**src/rtl/ram_arb_pkg.sv**
```systemverilog
// Shared types for the RAM arbiter: return-owner tag and RAM read latency.
package ram_arb_pkg;
  typedef enum logic [1:0] {OWN_NONE, OWN_VID, OWN_CPU} owner_t;
  localparam int RAM_LAT = 1;
endpackage

```
**src/rtl/ram_arb_ret.sv**
```systemverilog
// Owner tag pipeline that tracks each accepted access through the RAM and
// steers the returned data to the owning requester's q/rv.
module ram_arb_ret
  import ram_arb_pkg::*;
#(
  parameter int RAM_LAT = 1
) (
  input  logic       clock,
  input  logic       reset,
  input  owner_t     tag,
  input  logic [7:0] ram_q,
  output logic [7:0] vid_q,
  output logic       vid_rv,
  output logic [7:0] cpu_q,
  output logic       cpu_rv
);

  // tag_pipe[0] is loaded at the accept edge; tag_pipe[RAM_LAT] lines up with ram_q
  owner_t tag_pipe [RAM_LAT:0];

  always_ff @(posedge clock) begin
    if (reset) begin
      for (int i = 0; i <= RAM_LAT; i++) tag_pipe[i] <= OWN_NONE;
      vid_q  <= '0;
      vid_rv <= 1'b0;
      cpu_q  <= '0;
      cpu_rv <= 1'b0;
    end else begin
      tag_pipe[0] <= tag;
      for (int i = 1; i <= RAM_LAT; i++) tag_pipe[i] <= tag_pipe[i-1];
      vid_rv <= (tag_pipe[RAM_LAT] == OWN_VID);
      cpu_rv <= (tag_pipe[RAM_LAT] == OWN_CPU);
      if (tag_pipe[RAM_LAT] == OWN_VID) vid_q <= ram_q;
      if (tag_pipe[RAM_LAT] == OWN_CPU) cpu_q <= ram_q;
    end
  end

endmodule

```
**src/rtl/ram_arbiter.sv**
```systemverilog
// Single-port RAM arbiter: video reads have priority over CPU accesses.
// Define RAMARB_STARVE_GUARD_EN to force a CPU grant after STARVE denied cycles.
module ram_arbiter
  import ram_arb_pkg::*;
#(
  parameter  int KB     = 64,
  parameter  int STARVE = 4,
  localparam int AW     = $clog2(KB*1024)
) (
  input  logic          clock,
  input  logic          reset,
  input  logic          vid_req,
  input  logic [AW-1:0] vid_a,
  output logic          vid_gnt,
  output logic [7:0]    vid_q,
  output logic          vid_rv,
  input  logic          cpu_req,
  input  logic [AW-1:0] cpu_a,
  input  logic [7:0]    cpu_d,
  input  logic          cpu_w,
  output logic          cpu_gnt,
  output logic [7:0]    cpu_q,
  output logic          cpu_rv,
  output logic [AW-1:0] ram_a,
  output logic [7:0]    ram_d,
  output logic          ram_w,
  input  logic [7:0]    ram_q
);

  logic   force_cpu;
  owner_t win;
  logic   ram_w_r;

`ifdef RAMARB_STARVE_GUARD_EN
  localparam int CW = $clog2(STARVE+1);
  logic [CW-1:0] starve_cnt;

  always_ff @(posedge clock) begin
    if (reset || !cpu_req || cpu_gnt)           starve_cnt <= '0;
    else if (starve_cnt != STARVE[CW-1:0])      starve_cnt <= starve_cnt + 1'b1;
  end

  assign force_cpu = cpu_req && (starve_cnt == STARVE[CW-1:0]);
`else
  // strict priority: never forced (STARVE referenced only to keep it live)
  assign force_cpu = (STARVE < 0);
`endif

  assign vid_gnt = !reset && vid_req && !force_cpu;
  assign cpu_gnt = !reset && cpu_req && (!vid_req || force_cpu);

  always_comb begin
    win = OWN_NONE;
    if (vid_gnt)      win = OWN_VID;
    else if (cpu_gnt) win = OWN_CPU;
  end

  always_ff @(posedge clock) begin
    if (reset) begin
      ram_a   <= '0;
      ram_d   <= '0;
      ram_w_r <= 1'b0;
    end else begin
      case (win)
        OWN_VID: begin
          ram_a   <= vid_a;
          ram_w_r <= 1'b0;
        end
        OWN_CPU: begin
          ram_a   <= cpu_a;
          ram_d   <= cpu_d;
          ram_w_r <= cpu_w;
        end
        default: ram_w_r <= 1'b0;
      endcase
    end
  end

  // Reset cancels a write still waiting for the RAM edge it would land on.
  assign ram_w = ram_w_r && !reset;

  ram_arb_ret #(.RAM_LAT(RAM_LAT)) u_ret (
    .clock  (clock),
    .reset  (reset),
    .tag    (win),
    .ram_q  (ram_q),
    .vid_q  (vid_q),
    .vid_rv (vid_rv),
    .cpu_q  (cpu_q),
    .cpu_rv (cpu_rv)
  );

endmodule

```
**config.mk**
```make
export PLATFORM = sky130hd
export DESIGN_NAME = ram_arbiter
export DESIGN_NICKNAME = d
export VERILOG_FILES = /design/src/rtl/ram_arb_pkg.sv /design/src/rtl/ram_arb_ret.sv /design/src/rtl/ram_arbiter.sv
export SDC_FILE = /design/constraint.sdc
export NUM_CORES = 1
export LEC_CHECK = 0
export CORE_MARGIN = 3
export CORE_UTILIZATION = 42
export DETAILED_ROUTE_END_ITERATION = 7
export PLACE_DENSITY = 0.85
export SLEW_MARGIN = 20
export SYNTH_ARGS = -nofsm -noshare
export SYNTH_HDL_FRONTEND = slang
export SYNTH_SLANG_ARGS = --single-unit
```
**constraint.sdc**
```tcl
create_clock -name clock -period 1.95 [get_ports clock]
set_input_delay 0.195 -clock clock [delete_from_list [all_inputs] [get_ports clock]]
set_output_delay 0.195 -clock clock [all_outputs]
set_load 0.02 [all_outputs]
```
== Word level (Yosys, flattened, before mapping) ==
Memory sizes are Yosys's and may differ from the RTL's.
Index checks and enable logic that the tools add are counted.
Cells by class
  bitwise gates (word level): 3
  equal/unequal tests: 4
  reductions and logical operators: 8
  muxes and demuxes: 8
Operators with widths (count)
  case mux 16 bit (2 select lines): 1
  two-way mux 2 bit: 4
  equality test 2 x 1 -> 1 bit (second input constant): 2
  equality test 2 bit (second input constant): 2
  logical AND 1 bit: 4
  two-way mux 1 bit: 3
  zero test 1 bit: 2
  OR 1 bit: 2
  nonzero test 2 bit: 1
  OR reduction 2 bit: 1
  NOT 1 bit: 1
Word-level totals
  memories kept: 1
  flip-flop bits (word level): 43
  output and inout bits: 45
  memory bits (writable): 4
Memories
  u_ret.tag_pipe: words 2, bits a word 2, rd ports 2, clocked after Yosys merged registers in 0, wr ports 2, RTL line ram_arb_ret.sv:19  | owner_t tag_pipe [RAM_LAT:0];

== Logic depth before layout (Yosys ltp) ==
Gate-level depths: netlist (run 1).
  word-level depth: 8
  gate-level depth with buffers: 5
  gate-level depth less buffers: 3

== Modules after synthesis ==
Synthesis (run 1) repeated with hierarchy kept, for this count alone.
Unflattened totals
  cells, all modules: 190
  area total of the unflattened synthesis: 1990.7 um^2
Modules (own cells, without submodules)
  ram_arbiter: cells an instance 113, instances 1, seq. area each 500.5 um^2, area an instance 1149.9 um^2
  ram_arb_ret: cells an instance 77, instances 1, seq. area each 440.4 um^2, area an instance 840.8 um^2

== Worst setup path before layout (run 1) ==
OpenSTA, ideal clock, no wires.
  path type: input to register
  from: in vid_req
  to: reg ram_w_r
  setup slack: 0.812 ns
  arrival: 1.078 ns
  stages on the path: 5
  buffers on the path: 2
  cells stage by stage: buf_6 nand2b_1 buf_6 nor2_1 and2_1
On the way
  word-level cells in the longest chain between the ends: 7
  elaborated cells between the ends (all ways): 8
Ends and longest elaborated chain
  from (decl): RTL line ram_arbiter.sv:12  | input logic vid_req,
  zero test 1 bit: RTL line ram_arbiter.sv:50  | assign cpu_gnt = !reset && cpu_req && (!vid_req || force_cpu);
  logical AND 1 bit: RTL line ram_arbiter.sv:50
  net cpu_gnt: RTL line ram_arbiter.sv:21  | output logic cpu_gnt,
  two-way mux 2 bit: RTL line ram_arbiter.sv:55  | else if (cpu_gnt) win = OWN_CPU;
  two-way mux 2 bit: RTL line ram_arbiter.sv:54  | if (vid_gnt) win = OWN_VID;
  equality test 2 bit: RTL line ram_arbiter.sv:64  | case (win)
  NOT 1 bit (no source line)
  OR reduction 2 bit (no source line)
  to (signal assigned): RTL line ram_arbiter.sv:72  | ram_w_r <= cpu_w;
  to (decl): RTL line ram_arbiter.sv:32  | logic ram_w_r;
The timed path passes the listed nets, and every way through them passes these cells.
A chain may end at the register's enable or synchronous reset.

== Worst setup path in the final report (run 1) ==
  from: in vid_req
  to: out cpu_gnt
On the way
  word-level cells in the longest chain between the ends: 2
Ends and longest elaborated chain (RTL line)
  zero test 1 bit: ram_arbiter.sv:50
  logical AND 1 bit: ram_arbiter.sv:50
  to (decl): ram_arbiter.sv:21
No other way between the ends.

==> run metrics, run 1 <==
Worst IR Drop VDD 0.000429 V; Die Span X 72.8 um; core area 0.00414 mm2; remaining global-route overflow 0; TritonCTS Sinks 47; Distinct cells, synth 15; Setup WS post-layout 0.146 ns; WS Path Type input port to output pin; Iter 0 DRT Violations 65; # diodes 0; Port Buffer Count 97; post-DP HPWL 3480 um; Fin Setup TNS 0 ns; cells along the critical path clkdlybuf4s50_1 -> nand2b_1 -> nor2_1 -> clkdlybuf4s50_1; final wirelength 4670 um; first-pass GRT wire length 7250 um; WL/cell 13.6 um; startpoint types input port; sequential area share after synthesis 0.501; vias post-DR 1632; Area growth syn-to-layout 56.1%; Worst Reg2Reg Path Length in Cells 3; num ports 98; status completed; fin util 0.707; Leak 1.15 nW; post-CTS resize count 0; worst hold path class input port to flop; clock latency on the worst-skew pair 0.29 ns; final period utilization 0.925; worst slew pin tran 0.569 ns; fraction of layout cells with a size suffix above 1 0.0993; worst r2r src u_ret.tag_pipe[0][2]$_SDFF_PP0_; Final Instance Count excl. Fillers 342; CP delay by family, top buffers and inverters; Routed Antenna Nets 0; Power Density 685 mW/mm2; Inserted Clock Buffers 5; synth top area cells dfxtp_1, nand2_1, mux2i_1; maxcap violations 0; Buf/Inv on CP 2; Die Area 0.00531 mm2; minimum clock period after layout 1.80 ns; Final setup viols 0; Slew headroom 0.620; Worst Path Arrival 1.61 ns; gr usage total 0.177; largest net degree at the start of global routing 35; clock tree buffer depth 2; worst hold endpoint ram_a[0]$_SDFFE_PP0P_; dpl cells 334; clock skew 0.00529 ns; final hold viol count 0; Post-DP Area 0.00284 mm2; # DRC 0; initial antenna violation count 0; count of TritonRoute iterations in the first routing pass 6; Slew Limit Fails 0; r2r endpoint u_ret.vid_q[5]$_SDFFE_PP0P_; DR vias/cell 4.77; Max Fclk 554 MHz; worst hold slack 0.252 ns; Synthesis Warnings 0; Mapped Nets 251; Post-CTS Setup Inserts 0; Hold Path Origin reset; Critical Path Most Common Cell clkdlybuf4s50_1; final instance area 0.00293 mm2; Syn Area/Cell 9.48 um2; Row Count 23; # hold bufs at CTS 0; synthesized area 0.00188 mm2; fin nets 344; number of global-route vias before repair 1594; CTS root buffer clkbuf_8; crit-path max FO 3; Hold Crit Depth 2; slowest stage delay, CP 0.63 ns; commonest non-fill, non-tap cell in the layout clkdlybuf4s50_1; gpl congestion 0.705; CP Capture Type output pin; CP max-delay cell clkdlybuf4s50_1; top cell type's share of synthesized area 0.501; post-layout power 2.01 mW; Setup WS pre-CTS 0.153 ns; Worst Path Required 1.75 ns; Reg clk slew, reported paths 0.08 ns; setup slack, reg-to-reg 0.75 ns; die span in y 72.8 um; RSZ-0062 raised after global routing false; CTS tree yes; Initial Util 0.453; most frequent cells in the layout clkdlybuf4s50_1, nand2_1, dfxtp_1; cell taking the most area after synthesis dfxtp_1; H-tree levels 2; Seq cells post-synth 47; Syn Inst Count 198
synth_stat cells, drive strengths merged:
cell type  instances
nand2             48
dfxtp             47
a21oi             24
nor2              20
mux2              16
mux2i             16
buf               12
nor2b              8
clkbuf             3
nand2b             3
and2               1
worst max path at each step:
| stage | start | to | slack [ns] | cells past startpoint |
|---|---|---|---|---|
| after floorplan | vid_req | ram_w_r$_SDFF_PP0_ | 0.81 | 5 |
| after global placement | cpu_req | cpu_gnt | 0.21 | 4 |
| after detailed placement | vid_req | cpu_gnt | 0.15 | 4 |
| after CTS | vid_req | cpu_gnt | 0.15 | 4 |
| after global routing | vid_req | cpu_gnt | 0.1 | 4 |
| final | vid_req | cpu_gnt | 0.15 | 4 |
power by group:
part | switching, mW | internal [mW]
Combinational | 0.166 | 0.239
Clock | 0.324 | 0.250
Sequential | 0.0225 | 1.00
final cells by class:
class                      instances  area [um2]
clock buffer                       5        68.8
clock inverter                     3        20.0
fill                             346        1210
multi-input combinational        136         828
sequential                        47         941
tap                               50        62.6
timing repair buffer             101        1010
per-layer routing:
| layer | wire, um | vias to the layer above | part of all wire | global-route usage |
|---|---|---|---|---|
| met4 | 25 | 0 | 0.0054 | 0.0492 |
| met1 | 1960 | 743 | 0.42 | 0.207 |
| met5 | 0 | - | 0 | 0 |
| met2 | 2340 | 63 | 0.50 | 0.309 |
| li1 | - | 824 | - | - |
| met3 | 345 | 2 | 0.074 | 0.0579 |
state kept, by name, indices dropped and copies added (netlist names):
name            flops
ram_w_r             1
u_ret.vid_rv        1
ram_a              16
u_ret.cpu_q         8
u_ret.cpu_rv        1
u_ret.vid_q         8
ram_d               8
u_ret.tag_pipe      4
cell families (layout without fill, tap and decap cells):
logic type / count (synthesis) / in the layout / synth area share
flops: 47 / 47 / 0.501
buf+inv: 15 / 109 / 0.0573
simple gates: 80 / 80 / 0.176
mux: 32 / 32 / 0.201
compound gates: 24 / 24 / 0.0640
Note: power is estimated with default switching activity, not from simulation.
==> run 2: changes to the inputs <==
--- a/config.mk
+++ b/config.mk
@@ -6,9 +6,9 @@
 export NUM_CORES = 1
 export LEC_CHECK = 0
 export CORE_MARGIN = 3
-export CORE_UTILIZATION = 42
+export CORE_UTILIZATION = 35
 export DETAILED_ROUTE_END_ITERATION = 7
-export PLACE_DENSITY = 0.85
+export PLACE_DENSITY = 0.75
 export SLEW_MARGIN = 20
 export SYNTH_ARGS = -nofsm -noshare
 export SYNTH_HDL_FRONTEND = slang
==> constraint.sdc (replaced) <==
create_clock -name clock -period 1.6 [get_ports clock]
set_input_delay 0.16 -clock clock [delete_from_list [all_inputs] [get_ports clock]]
set_output_delay 0.16 -clock clock [all_outputs]
set_load 0.02 [all_outputs]
==> run 2 against run 1 <==
- critical path depth decreased by 2
- sequential share of layout area decreased by 0.59 points
- cell count increased by 6.1%
- worst hold slack got worse by 0.020 ns
- global-route usage down 2.5 points
- clock power is 47% higher
- combinational power up 22%
- core utilization decreased by 13 points
- worst setup slack got worse by 0.057 ns
- die area up 18%
- via count is 0.80% lower
==> run metrics, run 2 (synthesis gave the netlist of run 1 again) <==
post-CTS resize count 2 (+2); Worst Setup SP ram_w_r$_SDFF_PP0_; initial antenna violation count 0 (unchanged); startpoint types flop; first-pass GRT wire length 7490 um (+3.3%); number of global-route vias before repair 1554 (-2.5%); Reg clk slew, reported paths 0.09 ns (about the same); Area growth syn-to-layout 59.0%; num ports 98 (unchanged); Slew Limit Fails 0 (unchanged); r2r endpoint u_ret.cpu_q[3]$_SDFFE_PP0P_; # diodes 0 (unchanged); Setup WS pre-CTS -0.0694 ns (-0.222 ns); Slew headroom 0.633 (+0.0129); Leak 1.17 nW (+2.3%); Die Span X 79.2 um (+8.8%); Routed Antenna Nets 0 (unchanged); # hold bufs at CTS 0 (unchanged); WL/cell 12.4 um (-9.0%); H-tree levels 2 (unchanged); WS Path Type flop to output pin; commonest non-fill, non-tap cell in the layout clkdlybuf4s50_1; status completed; final period utilization 0.944; Fillers 494 (+43%); clock skew 0.00732 ns (+0.00203 ns); Port Buffer Count 97 (unchanged); Final setup viols 0 (unchanged); Final Instance Count excl. Fillers 363 (+6.1%); # DRC 0 (unchanged); count of TritonRoute iterations in the first routing pass 4 (-2); crit-path max FO 1 (-2); RSZ-0062 raised after global routing false; final instance area 0.00298 mm2 (+1.9%); final wirelength 4510 um (-3.4%); Setup WS post-layout 0.0894 ns (-0.0567 ns); Row Count 26 (+13%); Top reg by flops ram_a; Initial Util 0.365 (-0.0878); setup slack, reg-to-reg 0.46 ns (-0.29 ns); CTS tree yes; Post-CTS Setup Inserts 0 (unchanged); Max Fclk 662 MHz; Worst Path Required 1.44 ns (-0.31 ns); worst r2r src u_ret.tag_pipe[0][3]$_SDFF_PP0_; remaining global-route overflow 0 (unchanged); worst slew pin tran 0.549 ns (-0.0193 ns); worst hold path class input port to flop; maxcap violations 0 (unchanged); Worst Setup EP ram_w; gpl congestion 0.726 (+3.0%); post-DP HPWL 3370 um (-3.2%); final hold viol count 0 (unchanged); vias post-DR 1619 (-0.80%); die span in y 79.2 um (+8.8%); fin nets 346 (+0.58%); gr usage total 0.152 (-0.0252); Worst Path Arrival 1.35 ns (-0.26 ns); clock tree buffer depth 2 (unchanged); Worst Reg2Reg Path Length in Cells 3 (unchanged); max reg flops 16 (unchanged); Worst IR Drop VDD 0.000555 V (+29%); DR vias/cell 4.46 (-6.5%); most frequent cells in the layout clkdlybuf4s50_1, nand2_1, dfxtp_1; core area 0.00514 mm2 (+24%); TritonCTS Sinks 47 (unchanged); Die Area 0.00628 mm2 (+18%); Post-DP Area 0.00288 mm2 (+1.4%); CP Capture Type output pin; dpl cells 356 (+6.6%); clock latency on the worst-skew pair 0.30 ns (about the same); fraction of layout cells with a size suffix above 1 0.102 (+0.00307); minimum clock period after layout 1.51 ns; largest net degree at the start of global routing 36 (+2.9%); Iter 0 DRT Violations 60 (-7.7%); CTS root buffer clkbuf_8; fin util 0.581 (-0.126); Power Density 866 mW/mm2 (+26%); Inserted Clock Buffers 5 (unchanged)
==> run 2: changes by cell type in the layout (fill, tap and decap cells not counted) <==
cell | before | now
clkdlybuf4s50_1 | 96 | 94
clkinv_2 | 1 | 0
buf_4 | 3 | 5
dlygate4sd2_1 | 0 | 2
bufinv_16 | 0 | 1
clkinvlp_4 | 2 | 1
==> run 2: critical path, cell delays in order, from the launching register on <==
cell             delay (ns)
dfxtp_1                0.31
nor2b_1                0.13
clkdlybuf4s50_1        0.62
==> run 2: through the flow <==
| step | total power [mW] | TNS, ns | hold slack, ns |
|---|---|---|---|
| finish | 2.58 | 0 | 0.232 |
| global route | 2.72 | 0 | 0.252 |
| CTS | 2.63 | 0 | 0.221 |
| detailed placement | 1.78 | -0.450 | 0.425 |
| global placement | 1.77 | -0.0617 | 0.424 |
| floorplan | 1.52 | 0 | 0.282 |
==> run 2: routing by layer <==
| metal | share of wire | vias to the layer above | global-route usage |
|---|---|---|---|
| met3 | 0.085 | 5 | 0.0624 |
| met5 | 0 | - | 0 |
| met1 | 0.43 | 724 | 0.183 |
| met2 | 0.47 | 65 | 0.247 |
| met4 | 0.011 | 0 | 0.0464 |
| li1 | - | 825 | - |
==> run 2: final cells by class <==
cell class / count / area (um2) / area share
multi-input combinational: 136 / 828 / 0.278
clock inverter: 2 / 37.5 / 0.0126
timing repair buffer: 103 / 1020 / 0.342
clock buffer: 5 / 68.8 / 0.0231
sequential: 47 / 941 / 0.315
tap: 70 / 87.6 / 0.0294
==> run 2: report_power, final <==
part	total, mW	internal (mW)	switching (mW)
Sequential	1.25	1.22	0.0255
Combinational	0.493	0.293	0.201
Clock	0.841	0.457	0.384
==> run 2: worst min-delay path by stage <==
stage                                     from                         endpoint  cells after the start  slack [ns]
2_1_floorplan                            cpu_w               ram_w_r$_SDFF_PP0_                      1        0.28
3_3_place_gp   u_ret.tag_pipe[0][1]$_SDFF_PP0_  u_ret.tag_pipe[0][3]$_SDFF_PP0_                      1        0.42
3_5_place_dp   u_ret.tag_pipe[0][1]$_SDFF_PP0_  u_ret.tag_pipe[0][3]$_SDFF_PP0_                      1        0.43
4_1_cts                                  reset               ram_w_r$_SDFF_PP0_                      3        0.22
5_1_grt                                  reset               ram_w_r$_SDFF_PP0_                      3        0.25
6_report                                 reset               ram_w_r$_SDFF_PP0_                      3        0.23
==> RTL edit 1: new RTL, flow settings as in run 2 <==
Set the parameter `KB` to 128 (it was 64).
--- a/src/rtl/ram_arbiter.sv
+++ b/src/rtl/ram_arbiter.sv
@@ -5,3 +5,3 @@
 #(
-  parameter  int KB     = 64,
+  parameter  int KB     = 128,
   parameter  int STARVE = 4,
Ports: changed (resized cpu_a, ram_a and vid_a); port bits go from 98 to 101. The function was not compared with the original's and may differ.
==> RTL edit 1 against run 2 <==
- fmax is 5.6% higher
- power is 4.7% higher
- routed wire length is 5.1% higher
- sequential cell count is 1 higher
- cell area is 3.2% higher
- clock power is 9.2% higher
- area after synthesis is 2.1% higher
- worst setup slack better by 0.079 ns
- highest routed layer unchanged
==> RTL edit 1: results (changes against run 2) <==
detailed placement HPWL: 3530 um (was 3370 um)
Largest register FFs: 17 (was 16)
Global Route Usage Sum: 15.7% (was 15.2%)
Fillers: 503 (was 494)
port buffer count: 100 (was 97)
Worst Max-Slew Pin Slew: 0.546 ns (was 0.549 ns)
fin crit share: 89.4% (was 94.4%)
vias per cell: 4.52 (was 4.46)
Mapped Cells: 203 (was 198)
Vias: 1687 (was 1619)
largest net degree at the start of global routing: 26 (was 36)
global-route wire length before repair: 7870 um (was 7490 um)
Worst Path Max Fanout: 2 (was 1)
DRT iter0 DRCs: 40 (was 60)
Final #Nets: 357 (was 346)
reg2reg end: u_ret.cpu_q[0]$_SDFFE_PP0P_ (was u_ret.cpu_q[3]$_SDFFE_PP0P_)
Seq/Total Area, Yosys: 50.2% (was 50.1%)
ANT cells: 0 (unchanged)
maximum vdd ir drop: 335 uV (was 555 uV)
worst path arrival time: 1.27 ns (was 1.35 ns)
clock skew: 0.00675 ns (was 0.00732 ns)
share of layout cells above drive strength 1: 11.2% (was 10.2%)
CP startpoint: ram_a[16]$_SDFFE_PP0P_ (was ram_w_r$_SDFF_PP0_)
Internal Power: 2.06 mW (was 1.97 mW)
placed insts: 365 (was 356)
largest cells by area after synthesis: dfxtp_1 (50%), nand2_1 (9.4%), mux2i_1 (8.9%) (was dfxtp_1 (50%), nand2_1 (9.6%), mux2i_1 (8.5%))
CP Capture Point: ram_a[16] (was ram_w)
outcome: finished, final reports clean (unchanged)
syn_nets: 258 (was 251)
drt wl/cell: 12.7 um (was 12.4 um)
RePlAce Congestion: 0.719 (was 0.726)
leakage power: 1.24 nW (was 1.17 nW)
pre-CTS setup slack: -0.0828 ns (was -0.0694 ns)
==> RTL edit 1: how the worst min path moves through the flow <==
stage,start,endpoint,slack (ns),cells past startpoint
4_1_cts,reset,ram_a[2]$_SDFFE_PP0P_,0.18,2
3_5_place_dp,u_ret.tag_pipe[0][1]$_SDFF_PP0_,u_ret.tag_pipe[0][3]$_SDFF_PP0_,0.43,1
3_3_place_gp,u_ret.tag_pipe[0][0]$_SDFF_PP0_,u_ret.tag_pipe[0][2]$_SDFF_PP0_,0.42,1
2_1_floorplan,cpu_w,ram_w_r$_SDFF_PP0_,0.28,1
6_report,reset,u_ret.tag_pipe[0][1]$_SDFF_PP0_,0.18,2
5_1_grt,reset,u_ret.tag_pipe[0][1]$_SDFF_PP0_,0.18,2
==> RTL edit 1: layer usage <==
metal	GRT usage [%]	wire (um)	vias to the layer above
li1	-	-	853
met1	18.5	1990	767
met2	26.3	2310	65
met3	5.87	413	2
met4	5.07	24	0
met5	0	0	-
==> RTL edit 1: power groups by stage <==
stage	sequential [mW]	combinational, mW	clock [mW]
3_5_place_dp	1.30	0.518	0
2_1_floorplan	1.37	0.185	0
6_report	1.28	0.511	0.918
5_1_grt	1.29	0.552	1.01
3_3_place_gp	1.30	0.510	0
4_1_cts	1.28	0.519	0.957
==> RTL edit 1: final cells by class <==
cell class	count	area (um2)	share of cell area (%)
well taps	70	87.6	2.84
clock buffers	6	82.6	2.68
flip-flops and latches	48	961	31.2
repair buffers	108	1060	34.3
multi-input cells	139	853	27.7
clock inverters	2	38.8	1.26
==> RTL edit 1: logic make-up (layout without fill, tap and decap cells) <==
| family | after synthesis | in the layout | synth area share (%) |
|---|---|---|---|
| simple gates | 81 | 81 | 17.4 |
| flops | 48 | 48 | 50.2 |
| mux | 34 | 34 | 20.8 |
| compound gates | 24 | 24 | 6.27 |
| buf+inv | 16 | 116 | 5.29 |
==> RTL edit 1: timing repair <==
action	in CTS	in global routing
endpoints found under the setup margin	2	1
gates cloned	0	0
resized for setup	2	1
==> RTL edit 1: through the flow <==
stage | setup TNS [ns] | total power [mW] | area, um2
after global placement | -0.133 | 1.81 | 2960
after CTS | 0 | 2.75 | 3080
after detailed placement | -0.346 | 1.82 | 2960
after floorplan | 0 | 1.55 | 1920
after global routing | 0 | 2.85 | 3080
final | 0 | 2.71 | 3080
==> RTL edit 2: new RTL, config.mk and constraints of run 2 <==
Without the edit above. The option `RAMARB_STARVE_GUARD_EN` is turned on by a define.
--- a/src/rtl/ram_arbiter.sv
+++ b/src/rtl/ram_arbiter.sv
@@ -2,2 +2,4 @@
 // Define RAMARB_STARVE_GUARD_EN to force a CPU grant after STARVE denied cycles.
+`define RAMARB_STARVE_GUARD_EN
+
 module ram_arbiter
Function: changed (Yosys sat finds a counterexample within 10 cycles, from zero or initial values and one cycle with reset high).
==> RTL edit 2 against run 2 <==
- count of clock-buffer cells in the layout is 2 higher
- combinational power rose by 19%
- first-iteration DRC count down 42%
- sequential power increased by 6%
- final cell count grew 13%
- area after synthesis increased by 10%
- worst setup slack worse by 0.055 ns
- cell area increased by 12%
- power up 3.1%
- die area rose by 9.3%
- sequential cell count grew 3
- non-clock buffer count grew 17
- routed wire length rose by 28%
- critical path type unchanged
- critical endpoint is now cpu_gnt
==> RTL edit 2: results (changes against run 2) <==
outcome: finished, final reports clean (unchanged)
most numerous cell in the Yosys netlist: dfxtp_1 (was nand2_1)
pre-CTS setup slack: -0.163 ns (was -0.0694 ns)
Slowest-stage cell, CP: dfxtp_2 (was clkdlybuf4s50_1)
worst path arrival time: 1.41 ns (was 1.35 ns)
maximum vdd ir drop: 453 uV (was 555 uV)
WL met2: 2730 um (was 2140 um)
critical path's largest stage delay: 0.35 ns (was 0.62 ns)
detailed placement HPWL: 4280 um (was 3370 um)
largest cells by area after synthesis: dfxtp_1 (48%), a311oi_1 (7.6%), a211oi_1 (5.8%) (was dfxtp_1 (50%), nand2_1 (9.6%), mux2i_1 (8.5%))
total gr overflow: 0 (unchanged)
RePlAce Congestion: 0.743 (was 0.726)
Synth top area share: 48.5% (was 50.1%)
Seq/Total Area, Yosys: 48.5% (was 50.1%)
CTS resizes: 11 (was 2)
Fillers: 515 (was 494)
Cell variety after synth: 26 (was 15)
Post CTS Setup Buffer Count: 0 (unchanged)
Compound-Gate Fraction of Synth Area: 23.3% (was 6.40%)
met1 Use GR: 19.0% (was 18.3%)
routed wire length: 5750 um (was 4510 um)
H-tree levels: 2 (unchanged)
xor/xnor share of the synthesized area: 0% (unchanged)
mux contribution to synthesized area: 4.85% (was 20.1%)
Worst Path Max Fanout: 5 (was 1)
delay-heaviest family, CP: flip-flops (was buffers and inverters)
met3 WL: 576 um (was 382 um)
largest net degree at the start of global routing: 32 (was 36)
global-route wire length before repair: 9390 um (was 7490 um)
synth cell count leaders: dfxtp_1 (50), nand2_1 (32), nor2_1 (22) (was nand2_1 (48), dfxtp_1 (47), a21oi_1 (24))
routing usage on met2: 27.2% (was 24.7%)
Vias: 2046 (was 1619)
CTS Hold Buffers Added: 0 (unchanged)
DRT Pass-1 Iters: 4 (unchanged)
ANT cells: 0 (unchanged)
M3 GR Usage: 7.34% (was 6.24%)
later-pin clock latency in the skew report: 0.30 ns (about the same)
syn_nets: 285 (was 251)
DRT iter0 DRCs: 35 (was 60)
port buffer count: 97 (unchanged)
clk slew on worst S/H paths: 0.09 ns (about the same)
leakage power: 1.25 nW (was 1.17 nW)
Synth warnings: 0 (unchanged)
Global Route Usage Sum: 16.3% (was 15.2%)
Slew Limit Headroom: 62.6% (was 63.3%)
post-synthesis adder-cell area fraction: 1.21% (was 0%)
clock skew: 0.00779 ns (was 0.00732 ns)
share of layout cells above drive strength 1: 15.4% (was 10.2%)
Num CTS Buffers: 5 (unchanged)
Async S/R FF share, synth: 0% (unchanged)
DRT met1 WL: 2380 um (was 1940 um)
Final #Nets: 391 (was 346)
## RTL edit 2: cell types whose count changed in the layout (fill, tap and decap cells not counted), moves of 3 or more
cell / run 2 / this run
nand2_1: 48 / 32
a21oi_1: 24 / 17
mux2_4: 10 / 0
o21ai_1: 0 / 9
nor2b_1: 8 / 13
buf_4: 5 / 18
a211oi_1: 0 / 16
o21ai_0: 0 / 7
buf_6: 0 / 3
a311oi_1: 0 / 16
mux2i_1: 16 / 1
## RTL edit 2: final timing paths
check        cells after the start                              end  slack, ns                       startpoint
max                              6                          cpu_gnt       0.03       starve_cnt[0]$_SDFFE_PP0P_
min                              3            ram_a[6]$_SDFFE_PP0P_       0.39                            reset
max reg2reg                      8            ram_a[4]$_SDFFE_PP0P_       0.05       starve_cnt[0]$_SDFFE_PP0P_
min reg2reg                      1  u_ret.tag_pipe[0][3]$_SDFF_PP0_       0.45  u_ret.tag_pipe[0][1]$_SDFF_PP0_
## RTL edit 2: layout make-up
| class | instances | share of cell area (%) |
|---|---|---|
| timing repair buffer | 120 | 35.2 |
| sequential | 50 | 29.9 |
| multi-input combinational | 156 | 29.1 |
| tap | 72 | 2.68 |
| clock buffer | 7 | 2.57 |
| inverter | 3 | 0.335 |
| clock inverter | 1 | 0.149 |
## RTL edit 2: per-stage QoR
step	cell area [um2]	util, %	std cells
floorplan	2070	-	230
global placement	3140	56.0	393
detailed placement	3140	56.0	393
CTS	3230	57.6	401
global route	3360	59.9	409
finish	3360	59.9	409
## RTL edit 2: where the power goes
group | switching, mW | total (mW) | internal, mW
Sequential | 0.0288 | 1.33 | 1.31
Combinational | 0.261 | 0.587 | 0.325
Clock | 0.394 | 0.744 | 0.349
Total | 0.685 | 2.66 | 1.98
